**src/rtl/hazard_track_if.sv**
```systemverilog
// hazard_track_if: pipeline-side bundle for the hazard tracker.
//   master : the pipeline/decoder side. It drives the decode fields, flush
//            and ext_stall, and receives the tracked fields and stall controls.
//   slave  : the hazard_track block itself.
// Signals:
//   id_valid, id_rs/id_rt/id_rd, id_regwr, id_memrd : decode-stage instruction
//   flush, ext_stall                                : redirect kill / global hold
//   Drs, Drt, Xrd, Xrt, Mrd, Wrd                    : forwarding compare fields
//   stall_if, stall_d, bubble_x, bubble_cnt         : stall and bubble controls
interface hazard_track_if #(
    parameter int REG_W = 5,
    parameter int CNT_W = 16
);
    logic             id_valid;
    logic [REG_W-1:0] id_rs;
    logic [REG_W-1:0] id_rt;
    logic [REG_W-1:0] id_rd;
    logic             id_regwr;
    logic             id_memrd;
    logic             flush;
    logic             ext_stall;
    logic [REG_W-1:0] Drs;
    logic [REG_W-1:0] Drt;
    logic [REG_W-1:0] Xrd;
    logic [REG_W-1:0] Xrt;
    logic [REG_W-1:0] Mrd;
    logic [REG_W-1:0] Wrd;
    logic             stall_if;
    logic             stall_d;
    logic             bubble_x;
    logic [CNT_W-1:0] bubble_cnt;

    modport master (
        output id_valid, id_rs, id_rt, id_rd, id_regwr, id_memrd, flush, ext_stall,
        input  Drs, Drt, Xrd, Xrt, Mrd, Wrd, stall_if, stall_d, bubble_x, bubble_cnt
    );

    modport slave (
        input  id_valid, id_rs, id_rt, id_rd, id_regwr, id_memrd, flush, ext_stall,
        output Drs, Drt, Xrd, Xrt, Mrd, Wrd, stall_if, stall_d, bubble_x, bubble_cnt
    );
endinterface

```
**src/rtl/hazard_track.sv**
```systemverilog
// hazard_track: destination-register tracker and load-use stall generator
// for the five-stage pipeline.
//
// The block carries the decode destination down the X, M and W stages and
// exposes the fields that the forwarding comparators use. When a load in X
// feeds the instruction in decode, it holds fetch/decode for one cycle and
// puts a bubble into X.
//
// Ports:
//   clk   : pipeline clock
//   reset : asynchronous, active-high; clears X, M, W and the bubble counter
//   hif   : hazard_track_if.slave (decode inputs, flush, ext_stall, tracked
//           fields, stall_if/stall_d, bubble_x, bubble_cnt)
//
// Build option:
//   LOAD_USE_STALL_EN : when defined, load-use detection is active. When it is
//                       undefined, lu is tied to 0 and the memory-side forward
//                       covers load-use instead, so bubble_cnt stays 0.
module hazard_track #(
    parameter int REG_W = 5,
    parameter int CNT_W = 16
) (
    input  logic           clk,
    input  logic           reset,
    hazard_track_if.slave  hif
);
    typedef struct packed {
        logic [REG_W-1:0] dst;
        logic [REG_W-1:0] rt;
        logic             memrd;
    } xstage_t;

    xstage_t          x_q, x_d;
    logic [REG_W-1:0] m_q, w_q;
    logic [CNT_W-1:0] cnt_q;
    logic [REG_W-1:0] drs, drt, ddst;
    logic             lu;

    // Index 0 means "no register". A missing or non-writing instruction
    // therefore shows up as 0 on its fields.
    assign drs  = hif.id_valid ? hif.id_rs : '0;
    assign drt  = hif.id_valid ? hif.id_rt : '0;
    assign ddst = (hif.id_valid && hif.id_regwr) ? hif.id_rd : '0;

`ifdef LOAD_USE_STALL_EN
    assign lu = x_q.memrd && (x_q.dst != '0) && ((x_q.dst == drs) || (x_q.dst == drt));
`else
    assign lu = 1'b0;
`endif

    // A flush or a load-use hazard both put an empty slot into X. A flush
    // overrides lu: the dependent instruction is discarded, so it is not held.
    always_comb begin
        x_d = '0;
        if (!hif.flush && !lu) begin
            x_d.dst   = ddst;
            x_d.rt    = drt;
            x_d.memrd = hif.id_valid && hif.id_memrd;
        end
    end

    // ext_stall freezes every stage and the counter. When lu coincides with
    // ext_stall, the bubble is counted on the first cycle the hold releases.
    always_ff @(posedge clk or posedge reset) begin
        if (reset) begin
            x_q   <= '0;
            m_q   <= '0;
            w_q   <= '0;
            cnt_q <= '0;
        end else if (!hif.ext_stall) begin
            x_q <= x_d;
            m_q <= x_q.dst;
            w_q <= m_q;
            if (lu && !hif.flush && (cnt_q != '1))
                cnt_q <= cnt_q + 1'b1;
        end
    end

    assign hif.Drs        = drs;
    assign hif.Drt        = drt;
    assign hif.Xrd        = x_q.dst;
    assign hif.Xrt        = x_q.rt;
    assign hif.Mrd        = m_q;
    assign hif.Wrd        = w_q;
    assign hif.stall_d    = (lu && !hif.flush) || hif.ext_stall;
    assign hif.stall_if   = (lu && !hif.flush) || hif.ext_stall;
    assign hif.bubble_x   = (x_q.dst == '0) && (x_q.rt == '0) && !x_q.memrd;
    assign hif.bubble_cnt = cnt_q;
endmodule

```
**src/flat_wrapper.sv**
```systemverilog
// flat-port wrapper written by rule: the top's interface ports become plain ports
module hazard_track_flat 
#(
    parameter int REG_W = 5,
    parameter int CNT_W = 16
)
  (clk, reset, hif_id_valid, hif_id_rs, hif_id_rt, hif_id_rd, hif_id_regwr, hif_id_memrd, hif_flush, hif_ext_stall, hif_Drs, hif_Drt, hif_Xrd, hif_Xrt, hif_Mrd, hif_Wrd, hif_stall_if, hif_stall_d, hif_bubble_x, hif_bubble_cnt);
  hazard_track_if #(.REG_W(REG_W), .CNT_W(CNT_W)) hif_i ();
  input  logic clk;
  input  logic reset;
  input wire logic [$bits(hif_i.id_valid)-1:0] hif_id_valid;
  input wire logic [$bits(hif_i.id_rs)-1:0] hif_id_rs;
  input wire logic [$bits(hif_i.id_rt)-1:0] hif_id_rt;
  input wire logic [$bits(hif_i.id_rd)-1:0] hif_id_rd;
  input wire logic [$bits(hif_i.id_regwr)-1:0] hif_id_regwr;
  input wire logic [$bits(hif_i.id_memrd)-1:0] hif_id_memrd;
  input wire logic [$bits(hif_i.flush)-1:0] hif_flush;
  input wire logic [$bits(hif_i.ext_stall)-1:0] hif_ext_stall;
  output wire logic [$bits(hif_i.Drs)-1:0] hif_Drs;
  output wire logic [$bits(hif_i.Drt)-1:0] hif_Drt;
  output wire logic [$bits(hif_i.Xrd)-1:0] hif_Xrd;
  output wire logic [$bits(hif_i.Xrt)-1:0] hif_Xrt;
  output wire logic [$bits(hif_i.Mrd)-1:0] hif_Mrd;
  output wire logic [$bits(hif_i.Wrd)-1:0] hif_Wrd;
  output wire logic [$bits(hif_i.stall_if)-1:0] hif_stall_if;
  output wire logic [$bits(hif_i.stall_d)-1:0] hif_stall_d;
  output wire logic [$bits(hif_i.bubble_x)-1:0] hif_bubble_x;
  output wire logic [$bits(hif_i.bubble_cnt)-1:0] hif_bubble_cnt;
  assign hif_i.id_valid = hif_id_valid;
  assign hif_i.id_rs = hif_id_rs;
  assign hif_i.id_rt = hif_id_rt;
  assign hif_i.id_rd = hif_id_rd;
  assign hif_i.id_regwr = hif_id_regwr;
  assign hif_i.id_memrd = hif_id_memrd;
  assign hif_i.flush = hif_flush;
  assign hif_i.ext_stall = hif_ext_stall;
  assign hif_Drs = hif_i.Drs;
  assign hif_Drt = hif_i.Drt;
  assign hif_Xrd = hif_i.Xrd;
  assign hif_Xrt = hif_i.Xrt;
  assign hif_Mrd = hif_i.Mrd;
  assign hif_Wrd = hif_i.Wrd;
  assign hif_stall_if = hif_i.stall_if;
  assign hif_stall_d = hif_i.stall_d;
  assign hif_bubble_x = hif_i.bubble_x;
  assign hif_bubble_cnt = hif_i.bubble_cnt;
  hazard_track #(.REG_W(REG_W), .CNT_W(CNT_W)) u_core (.clk(clk), .reset(reset), .hif(hif_i));
endmodule
```
**config.mk**
```make
export PLATFORM = sky130hd
export DESIGN_NAME = hazard_track_flat
export DESIGN_NICKNAME = d
export VERILOG_FILES = /design/src/rtl/hazard_track_if.sv /design/src/rtl/hazard_track.sv /design/src/flat_wrapper.sv
export SDC_FILE = /design/constraint.sdc
export NUM_CORES = 1
export LEC_CHECK = 0
export ABC_CLOCK_PERIOD_IN_PS = 2370
export BUFFER_PORTS_ARGS = -buffer_cell sky130_fd_sc_hd__buf_2
export CAP_MARGIN = 25
export CORE_UTILIZATION = 45
export CTS_CLUSTER_SIZE = 16
export DETAILED_ROUTE_END_ITERATION = 10
export PLACE_DENSITY = 0.84
export SLEW_MARGIN = 20
export SYNTH_ARGS = -nofsm -noshare
export SYNTH_HDL_FRONTEND = slang
export SYNTH_SLANG_ARGS = --single-unit
```
**constraint.sdc**
```tcl
create_clock -name clk -period 2.37 [get_ports clk]
set_clock_uncertainty 0.05 [all_clocks]
set_input_delay 0.474 -clock clk [delete_from_list [all_inputs] [get_ports clk]]
set_output_delay 0.474 -clock clk [all_outputs]
set_load 0.005 [all_outputs]
```
==> run metrics <==
outcome=completed; min cycle time layout=1890 ps; Pint=500 uW; Critical Path Sink Type=output pin; Critical Path RT=1850 ps; die height=52.1 um; Critical Path End=hif_bubble_x; CTS resizes=0; worst stage delay on the critical path=420 ps; Residual DRC=0; Top Ports=71; Syn. warnings=0; Final ANT Viol Nets=0; critical path launch point type=register; hold buffer count at cts=0; CP Max Fanout=4; Area Overhead vs Synth=13.6%; Seq/Total Area, Yosys=46.6%; post-CTS setup buffer count=0; finished layout cell area=1280 um2; worst skew pair latency=300 ps; Seq pwr share=57.9%; maximum VDD drop=0.000273 V; CTS Buffer Depth=2; Setup Crit Path Kind=register to output pin; Iteration-0 DRC Markers=6; Sw Pwr=172 uW; routability congestion estimate from global placement=0.663; Port Buffers=54; first-pass detailed-route iteration total=4; combinational share of power=17.0%; Critical path buffers and inverters=1; Seq cells post-synth=21; vias in the first global route=695; core area=2300 um2; Fin. Hold Viols=0; R2R depth=1; Core Rows=17; kind of cell adding the most delay to the critical path=simple AND/OR/NAND/NOR gates; Clk pwr share=25.1%; Hold WS=237 ps; Starting Density=49.1%; number of synthesized flops with an enable pin=0; Tcrit/Tclk final=79.8%; Worst-path clk slew=110 ps; PwrDens=524 nW/um2; Final TNS setup=0 ps; Cells after Synth=94; final WL=2.04 mm; DIE AREA=2710 um2; Max-Slew Margin vs Limit=49.5%; CTS Buf Count=3; Syn Area/Cell=12.0 um2; Sw Share=25.6%; Max Fclk=529 MHz; routed length per placed instance=12.5 um; Reg2Reg Launch Point=u_core.hif.Xrd[2]$_DFFE_PP0N_; Tot GR Track Use=15.5%; NumNets Final=159; total power=673 uW; Synth Cell Area=1130 um2; Synth Flop Type=dfrtp_1; R2R Setup Slk=1500 ps; unrepaired setup endpoints after global routing=false; die width=52.1 um; CP cell instances=nor4_1 -> and3_1 -> buf_2; Placed Area=1250 um2; global route total overflow=0; via count=773; antenna violations before repair=0; H-tree Lvls=1; unique cell type count in the Yosys netlist=19; Max Cap Viol=0; vias per inst=4.71; Detailed Place HPWL=1.63 mm; root buffer cell=clkbuf_4; first-pass GRT wire length=3.04 mm; Clock Sinks=21; worst slew pin tran=757 ps; static leakage=0.770 nW; # setup viols final=0; Hold Path Class=primary input to asynchronous set/reset pin; Crit path depth=3; ant diodes=0; Critical Path AT=1370 ps; crit path launch=u_core.hif.Xrd[3]$_DFFE_PP0N_; master of the slowest instance on the critical path=dfrtp_1; reg2reg end=u_core.hif.Mrd[2]$_DFFE_PP0N_; asr flop ratio synth=100%; CTS tree=built; layout cells sized above 1=51.5%; Final Max Slew Viols=0; pin count of the biggest net entering global routing=22
through the flow:
stage,worst slack [ps],util [%],std cells
floorplan,1050,-,109
global placement,845,54.6,160
detailed placement,816,54.6,160
CTS,446,55.8,164
global route,383,55.8,164
finish,480,55.8,164
cell usage in the layout, fill, tap and decap left out:
master,instances
buf_2,54
and2_1,10
dfrtp_1,21
o21ai_0,1
conb_1,16
inv_1,1
mux2_2,2
clkbuf_4,3
nand3b_1,1
clkinv_2,1
nand2_1,1
nor4_1,2
buf_4,1
mux2_4,8
and4bb_4,1
and3_1,1
nor3_1,1
a22o_1,10
nor2_1,1
synthesized netlist by cell type (2+ instances only):
master | n | share of area (%)
buf_4 | 28 | 19
a22o_1 | 10 | 7.8
mux2_4 | 8 | 11
mux2_2 | 2 | 2.0
buf_6 | 2 | 2.0
dfrtp_1 | 21 | 47
and2_1 | 10 | 5.5
nor4_1 | 2 | 1.1
sequential cells by signal, indices dropped and copies added, names as in the netlist:
signal / flops
u_core.x_q: 1
u_core.hif.Xrd: 5
u_core.hif.Mrd: 5
u_core.hif.Xrt: 5
u_core.hif.Wrd: 5
worst min-delay path by stage:
stage                                                to  slack, ps  cells past startpoint
final                     u_core.hif.Wrd[2]$_DFFE_PP0N_        240                      2
after global routing          u_core.x_q[0]$_DFFE_PP0N_        320                      2
after CTS                 u_core.hif.Mrd[2]$_DFFE_PP0N_        260                      2
after detailed placement      u_core.x_q[0]$_DFFE_PP0N_        440                      2
after global placement        u_core.x_q[0]$_DFFE_PP0N_        420                      2
after floorplan           u_core.hif.Mrd[0]$_DFFE_PP0N_        400                      1
routing by layer:
layer	track usage (%)	vias to the layer above	share of wire, %
li1	-	362	-
met1	16.8	367	40
met2	28.2	42	51
met3	3.51	2	8.1
met4	6.76	0	0.49
met5	0	-	0
logic make-up (layout without fill, tap and decap cells):
family	after synthesis	in the layout	synth area share, %
buffers and inverters	33	60	21.8
DFF	21	21	46.6
and+or+nand+nor	18	18	10.4
AOI/OAI and AO/OA	11	11	8.20
muxes	10	10	12.6
other	1	16	0.332
power groups by stage:
stage | clock network, mW | logic [mW] | registers (mW)
2_1_floorplan | 0 | 0.0963 | 0.394
5_1_grt | 0.185 | 0.129 | 0.391
6_report | 0.169 | 0.115 | 0.389
3_3_place_gp | 0 | 0.113 | 0.395
4_1_cts | 0.172 | 0.116 | 0.389
3_5_place_dp | 0 | 0.115 | 0.396
layout make-up:
type | instances | area [um2]
Fill cell | 214 | 1010
Sequential cell | 21 | 526
Multi-Input combinational cell | 55 | 413
Timing Repair Buffer | 55 | 278
Tap cell | 28 | 35.0
Clock buffer | 3 | 22.5
Clock inverter | 1 | 5.00
Inverter | 1 | 3.75
No activity file was read; power rests on OpenSTA's default activity.
